===== src/rtl/sigma_delta_decimator.sv =====
// sigma_delta_decimator
//   Recovers signed PCM samples from a 1-bit delta-sigma bitstream using a
//   3rd-order CIC (sinc3) decimator with ratio R = 2**LOG2_R, followed by a
//   scale/saturate stage and a one-cycle valid strobe. The first three
//   decimation ticks after reset only fill the comb delays and do not strobe.
//
// Ports
//   clk_i        : clock, rising edge
//   rst_i        : synchronous active-high reset
//   bit_i        : bitstream sample (1 = +1, 0 = -1)
//   bit_valid_i  : qualifies bit_i; all state frozen while low
//   pcm_o        : decimated signed PCM sample, held between strobes
//   pcm_valid_o  : one-cycle pulse, pcm_o/sat_o updated this cycle
//   sat_o        : this sample was clamped to the PCM range
module sigma_delta_decimator #(
   parameter int BW     = 16,
   parameter int LOG2_R = 5
) (
   input  logic                 clk_i,
   input  logic                 rst_i,
   input  logic                 bit_i,
   input  logic                 bit_valid_i,
   output logic signed [BW-1:0] pcm_o,
   output logic                 pcm_valid_o,
   output logic                 sat_o
);

   // CIC register width: enough to hold R^3 gain plus sign, wraps modulo 2^W
   localparam int W  = 3 * LOG2_R + 2;
   // Extended width for the scale stage so a left shift cannot lose bits
   localparam int WX = W + BW;
   localparam int SH = 3 * LOG2_R - (BW - 1);
   localparam int unsigned SHR = (SH > 0) ? SH : 0;
   localparam int unsigned SHL = (SH < 0) ? -SH : 0;

   logic [W-1:0]      i1, i2, i3;
   logic [W-1:0]      d1, d2, d3;
   logic [LOG2_R-1:0] cnt;
   logic [1:0]        warm;

   logic [W-1:0]         x;
   logic [W-1:0]         i1_nxt, i2_nxt, i3_nxt;
   logic [W-1:0]         c1, c2, c3;
   logic signed [WX-1:0] ext;
   logic signed [WX-1:0] s;
   logic                 tick;
   logic                 clamp;
   logic signed [BW-1:0] pcm_nxt;

   always_comb begin
      x      = bit_i ? W'(1) : '1;
      // Integrators all use the old values of their predecessors
      i1_nxt = i1 + x;
      i2_nxt = i2 + i1;
      i3_nxt = i3 + i2;
      c1     = i3_nxt - d1;
      c2     = c1 - d2;
      c3     = c2 - d3;
      tick   = bit_valid_i && (&cnt);

      ext = {{(WX - W){c3[W-1]}}, c3};
      s   = (ext >>> SHR) <<< SHL;

      // Value fits in BW bits only if all bits from BW-1 upward agree
      clamp = !((&s[WX-1:BW-1]) || !(|s[WX-1:BW-1]));
      if (clamp) begin
         pcm_nxt = s[WX-1] ? {1'b1, {(BW-1){1'b0}}} : {1'b0, {(BW-1){1'b1}}};
      end else begin
         pcm_nxt = s[BW-1:0];
      end
   end

   always_ff @(posedge clk_i) begin
      if (rst_i) begin
         i1          <= '0;
         i2          <= '0;
         i3          <= '0;
         d1          <= '0;
         d2          <= '0;
         d3          <= '0;
         cnt         <= '0;
         warm        <= '0;
         pcm_o       <= '0;
         pcm_valid_o <= 1'b0;
         sat_o       <= 1'b0;
      end else begin
         pcm_valid_o <= 1'b0;
         if (bit_valid_i) begin
            i1  <= i1_nxt;
            i2  <= i2_nxt;
            i3  <= i3_nxt;
            cnt <= cnt + LOG2_R'(1);
            if (tick) begin
               d1 <= i3_nxt;
               d2 <= c1;
               d3 <= c2;
               // Comb delays need three ticks before the output is valid
               if (warm == 2'd3) begin
                  pcm_o       <= pcm_nxt;
                  sat_o       <= clamp;
                  pcm_valid_o <= 1'b1;
               end else begin
                  warm <= warm + 2'd1;
               end
            end
         end
      end
   end

endmodule


===== config.mk =====
export PLATFORM = sky130hd
export DESIGN_NAME = sigma_delta_decimator
export DESIGN_NICKNAME = d
export VERILOG_FILES = /design/src/rtl/sigma_delta_decimator.sv
export SDC_FILE = /design/constraint.sdc
export NUM_CORES = 1
export LEC_CHECK = 0
export BUFFER_PORTS_ARGS = -buffer_cell sky130_fd_sc_hd__buf_4
export CAP_MARGIN = 20
export CORE_AREA = 2 2 127 129
export CTS_CLUSTER_SIZE = 20
export DETAILED_ROUTE_END_ITERATION = 8
export DIE_AREA = 0 0 129 131
export PLACE_DENSITY = 0.76
export SETUP_SLACK_MARGIN = 0.15
export SLEW_MARGIN = 40
export SYNTH_ARGS = -nofsm -noshare
export SYNTH_HDL_FRONTEND = slang
export SYNTH_SLANG_ARGS = --single-unit
export TNS_END_PERCENT = 1

===== constraint.sdc =====
create_clock -name clk_i -period 7.4 [get_ports clk_i]
set_input_delay 0.74 -clock clk_i [delete_from_list [all_inputs] [get_ports clk_i]]
set_output_delay 0.74 -clock clk_i [all_outputs]
set_load 0.03 [all_outputs]

### Yosys cells after proc, flatten, opt, wreduce, memory -nomap -nowiden

Cells that the tools add are included.

* memories: 0
* output and inout bits: 18
* bits in registers: 127
* bits in writable memories: 0
* input port bits: 4
* bits in latches: 0
* memory bits (read-only): 0

* divide/modulo/power cells: 0
* shift operators: 0
* reductions and logical operators: 11
* multiplexer cells: 4
* order comparisons: 0
* equal/unequal tests: 1
* bitwise logic cells: 3
* multipliers: 0
* $add $sub $neg: 8

Operators with widths (count)
* $add A17 B17 Y17: 3
* $sub A17 B17 Y17: 3
* $mux W16: 2
* $mux W17: 1
* $reduce_and A3 Y1: 2
* $add A5 B1 Y5 const B: 1
* $reduce_and A5 Y1: 1
* $reduce_and A2 Y1: 2
* $not A1 Y1: 3
* $reduce_or A3 Y1: 1
* $add A2 B1 Y2 const B: 1
* $eq A2 B2 Y1 const B: 1
* $logic_not A1 Y1: 2
* $reduce_or A2 Y1: 1
* $logic_and A1 B1 Y1: 1
* $logic_or A1 B1 Y1: 1
* $mux W1: 1

### Longest topological paths before layout

* word-level depth: 8
* gate-level depth with buffers: 35
* mapped depth without buffers: 33

### Least setup slack after synthesis

Ideal clock, no wire load.

* kind: register to register
* from: register i2[0]
* to: register pcm_o[4]
* arrival time: 6.659 ns
* data required time: 7.337 ns
* slack: 0.679 ns
* path buffers: 0
* setup time: 0.063 ns
* cell stages (with the launch flop): 33
* period minus slack after synthesis: 6.721 ns
* cells stage by stage: dfxtp_1 ha_1 fa_1 xnor2_1 inv_1 ha_1 o21ai_0 a21boi_0 o21ai_0 a21boi_0 o21ai_0 nor2b_1 o21bai_1 a21oi_1 xnor2_1 ha_1 a21o_1 a21oi_1 nor2_1 a31oi_1 nand2_1 nor2_1 ha_1 or2_2 a21oi_1 a21oi_1 o2bb2ai_1 o41a_1 xnor2_1 xnor3_2 nor2_1 or4b_2 nand3_1

* word-level cells in the longest chain between the ends: 8

RTL lines
* start: declaration: RTL line 36 `logic [W-1:0] i1, i2, i3;`
* start signal: assignment: RTL line 90 `i2 <= i2_nxt;`
* $add A17 B17 Y17 (*): RTL line 55 `i3_nxt = i3 + i2;`
* named net i3_nxt[2]: RTL line 42 `logic [W-1:0] i1_nxt, i2_nxt, i3_nxt;`
* $sub A17 B17 Y17 (*): RTL line 56 `c1 = i3_nxt - d1;`
* named net c1[9]: RTL line 43 `logic [W-1:0] c1, c2, c3;`
* $sub A17 B17 Y17 (*): RTL line 57 `c2 = c1 - d2;`
* named net c2[11]: RTL line 43
* $sub A17 B17 Y17 (*): RTL line 58 `c3 = c2 - d3;`
* $reduce_or A2 Y1: RTL line 65 `clamp = !((&s[WX-1:BW-1]) || !(|s[WX-1:BW-1]));`
* $logic_not A1 Y1: RTL line 65
* $logic_or A1 B1 Y1: RTL line 65
* $mux W16 (*): RTL line 66 `if (clamp) begin`
* end signal: assignment: RTL line 99 `pcm_o <= pcm_nxt;`
* end: declaration: RTL line 23 `output logic signed [BW-1:0] pcm_o,`

Mark *: on every way through the listed nets, which the timed path passes. The rest lies on a longest branch.
A chain may end at the register's enable or synchronous reset.

### Final worst setup path

* from: register i2[1]
* to: register pcm_o[3]

The elaborated chain is that of the path after synthesis.

==> impl_metrics.env <==
export IMPL_worstReg2RegEnd="pcm_o[3]$_SDFFE_PP0P_"
export IMPL_reg2regPathDepth=34
export IMPL_setup_tns_ns=0
export IMPL_die_height_um=131
export IMPL_numClockSinks=127
export IMPL_yosysWarnings=0
export IMPL_first_pass_iters=5
export IMPL_antenna_found_initial=0
export IMPL_nNetsFinal=1267
export IMPL_track_usage=0.2369
export IMPL_setup_violations=0
export IMPL_cts_tree="yes"
export IMPL_slowest_stage="ha_1"
export IMPL_vias=7747
export IMPL_dp_worst_setup_slack_ns=0.03585
export IMPL_critPathLaunchType="flop"
export IMPL_syn_nets=1263
export IMPL_grt_pass1_vias=7486
export IMPL_crit_top_cell="a21o_1"
export IMPL_drive_gt1_frac=0.08532
export IMPL_register_area_sq_um=2544
export IMPL_rsz0062_at_grt="no"
export IMPL_cp_arrival_ns=7.12
export IMPL_min_path_type="flop to flop"
export IMPL_ff2ff_setup_slack_ns=0.57
export IMPL_fmax_ghz=0.1464
export IMPL_fin_cells=1388
export IMPL_relSlewSlack=0.5434
export IMPL_synthDistinctLibCells=71
export IMPL_final_min_clock_period_ns=6.831
export IMPL_period_share=0.9231
export IMPL_clockRootBuffer="clkbuf_16"
export IMPL_start_util=0.5913
export IMPL_ys_ff_latch=127
export IMPL_postSynth_asyncResetShare=0
export IMPL_numPortBuffers=21
export IMPL_tightest_slew_ns=0.6848
export IMPL_worstSkewPairLatency_ns=0.43
export IMPL_core_area_sq_um=15600
export IMPL_synth_edf_count=0
export IMPL_skew_ns=0.009686
export IMPL_finalMaxSlewViolations=0
export IMPL_ys_flop_type="dfxtp_1"
export IMPL_grt_pass1_wl_um=32840
export IMPL_dp_cells=1352
export IMPL_finalWirelength_um=18820
export IMPL_fill_cells=1336
export IMPL_drt_first_iter_violations=334
export IMPL_syn_area_per_cell_sq_um=7.985
export IMPL_syn_inst=1155
export IMPL_fin_util=0.6558
export IMPL_required_ns=7.69
export IMPL_cts_buffer_depth=2
export IMPL_min_to="d3[10]$_SDFFE_PP0P_"
export IMPL_viasPerCell=5.581
export IMPL_critPathCaptureType="flop"
export IMPL_cp_slowest_stage_delay_ns=0.38
export IMPL_postRouteAntennaNets=0
export IMPL_wl_per_cell_um=13.56
export IMPL_dpl_hpwl_um=13480
export IMPL_netlist_area_sq_um=9223
export IMPL_cp_max_fo=8
export IMPL_grt_ovfl_total=0
export IMPL_fin_ws_ns=0.5690
export IMPL_antenna_cells=0
export IMPL_cts_htree_levels=4
export IMPL_reg2reg_from="i2[1]$_SDFFE_PP0P_"
export IMPL_cts_made_buffers=17
export IMPL_grt_max_degree=64
export IMPL_io_pins=22
export IMPL_area_growth_pct=10.91
export IMPL_drc=0
export IMPL_multi_input_area_sq_um=6254
export IMPL_chipWidth_um=129
export IMPL_status="complete, no violations"
export IMPL_whs_path_depth=2
export IMPL_clk_pin_slew_ns=0.06
export IMPL_gp_congestion=0.8537
export IMPL_drv_cap=0
export IMPL_dieArea_sq_um=16900
export IMPL_row_count=46
export IMPL_ys_seq_area_frac=0.2757
export IMPL_path_class="flop to flop"
export IMPL_finalHoldViolCount=0
export IMPL_worstHoldStart="d3[10]$_SDFFE_PP0P_"
## logic make-up after synthesis
group,synth area share
AND/OR/NAND/NOR,0.2012
multiplexers,0.04898
buffers and inverters,0.05495
adder cells (fa/ha/maj),0.1551
XOR/XNOR,0.07842
flip-flops,0.2757
AO/OA/AOI/OAI,0.1857
## worst max path at each step
stage / to / slack, ns / startpoint
after floorplan: pcm_o[4]$_SDFFE_PP0P_ / 0.68 / i2[0]$_SDFFE_PP0P_
after global placement: pcm_o[5]$_SDFFE_PP0P_ / 0.27 / i2[0]$_SDFFE_PP0P_
after detailed placement: pcm_o[4]$_SDFFE_PP0P_ / 0.04 / i2[0]$_SDFFE_PP0P_
after CTS: pcm_o[3]$_SDFFE_PP0P_ / 0.24 / i2[0]$_SDFFE_PP0P_
after global routing: pcm_o[3]$_SDFFE_PP0P_ / 0.15 / i3[1]$_SDFFE_PP0P_
final: pcm_o[3]$_SDFFE_PP0P_ / 0.57 / i2[1]$_SDFFE_PP0P_
## through the flow
stage / hold WS, ns / area, sq um
2_1_floorplan: 0.4363 / 9223
3_3_place_gp: 0.4415 / 9527
3_5_place_dp: 0.4465 / 9527
4_1_cts: 0.4536 / 10140
5_1_grt: 0.4693 / 10230
6_report: 0.4522 / 10230
## layer usage
| metal | vias up | routed length, um | track usage |
|---|---|---|---|
| li1 | 4065 | - | - |
| met1 | 3541 | 8577 | 0.2728 |
| met2 | 102 | 9304 | 0.4348 |
| met3 | 39 | 488 | 0.04805 |
| met4 | 0 | 452 | 0.08760 |
| met5 | - | 0 | 0 |
## flip-flops by register name, summed over array words and instances (netlist names)
signal / count
cnt: 5
d1: 17
d2: 17
d3: 17
i1: 17
i2: 17
i3: 17
pcm_o: 16
pcm_valid_o: 1
sat_o: 1
warm: 2
## synthesized netlist by cell type, drive strengths merged (4+ instances only)
cell     instances  area (sq um)
xnor2           60         525.5
clkbuf          37         138.9
nand3b           5         37.54
or4b             4         43.79
nor3b            5         37.54
and2            10         62.56
nand3           36         180.2
or3             12         75.07
a21boi           5         37.54
xor2            19         173.9
nor2           127         476.7
a41oi            4         35.03
o2111ai          4         35.03
o21ai           35         175.2
nor2b           15         93.84
a211oi          23         177.7
nand2          110         412.9
maj3             8         83.83
a21oi           92         460.4
nand4b           4         35.03
ha              98          1226
and3            13         81.33
buf             12         56.31
a21o            28         210.2
dfxtp          127          2542
o211ai          13         97.59
mux2i           44         440.4
fa               6         120.1
inv             83         311.6
nand4            6         37.54
o21a             7         52.55
nand2b           9         56.30
o21bai          11         82.58
a31oi           10         62.56
nor3            30         150.1
## layout make-up
class	instances	area share
clock buffers	23	0.04771
clock inverters	9	0.01040
repair buffers	34	0.02495
flip-flops and latches	127	0.2487
multi-input cells	896	0.6114
inverters	83	0.03046
well taps	216	0.02642
## layout by cell type (no fill, tap or decap), drive strengths merged, types with 5 or more instances in the layout
cell type	synthesis	final
o21a	7	7
maj3	8	8
mux2i	44	44
clkbuf	37	23
nand4	6	6
a21boi	5	5
nand2b	9	9
nand3b	5	5
xor2	19	19
a31oi	10	10
ha	98	98
and2	10	10
a21oi	92	92
dfxtp	127	127
a21o	28	28
nor2b	15	15
and3	13	13
nand3	36	36
o21ai	35	35
xnor2	60	60
a211oi	23	23
o211ai	13	13
nand2	110	110
o21bai	11	11
or3	12	12
nor2	127	127
nor3b	5	5
buf	12	34
nor3	30	30
inv	83	84
fa	6	6
## critical path, delay by kind of cell, from the launching register on
kind,cells,cell delay (ns)
AO/OA/AOI/OAI,17,2.92
adder cells (fa/ha/maj),5,1.66
XOR/XNOR,5,0.93
AND/OR/NAND/NOR,4,0.47
flip-flops,1,0.35
buffers and inverters,3,0.35
## repair_timing
item	CTS	global route
pin swaps	1	8
hold buffers	0	0
resized for setup	3	21
buffers inserted	0	4
endpoints found under the setup margin	8	17
Power is left out: the tool's default activity adds up to more than one toggle a clock period on the data nets, which glitch-free logic cannot reach.
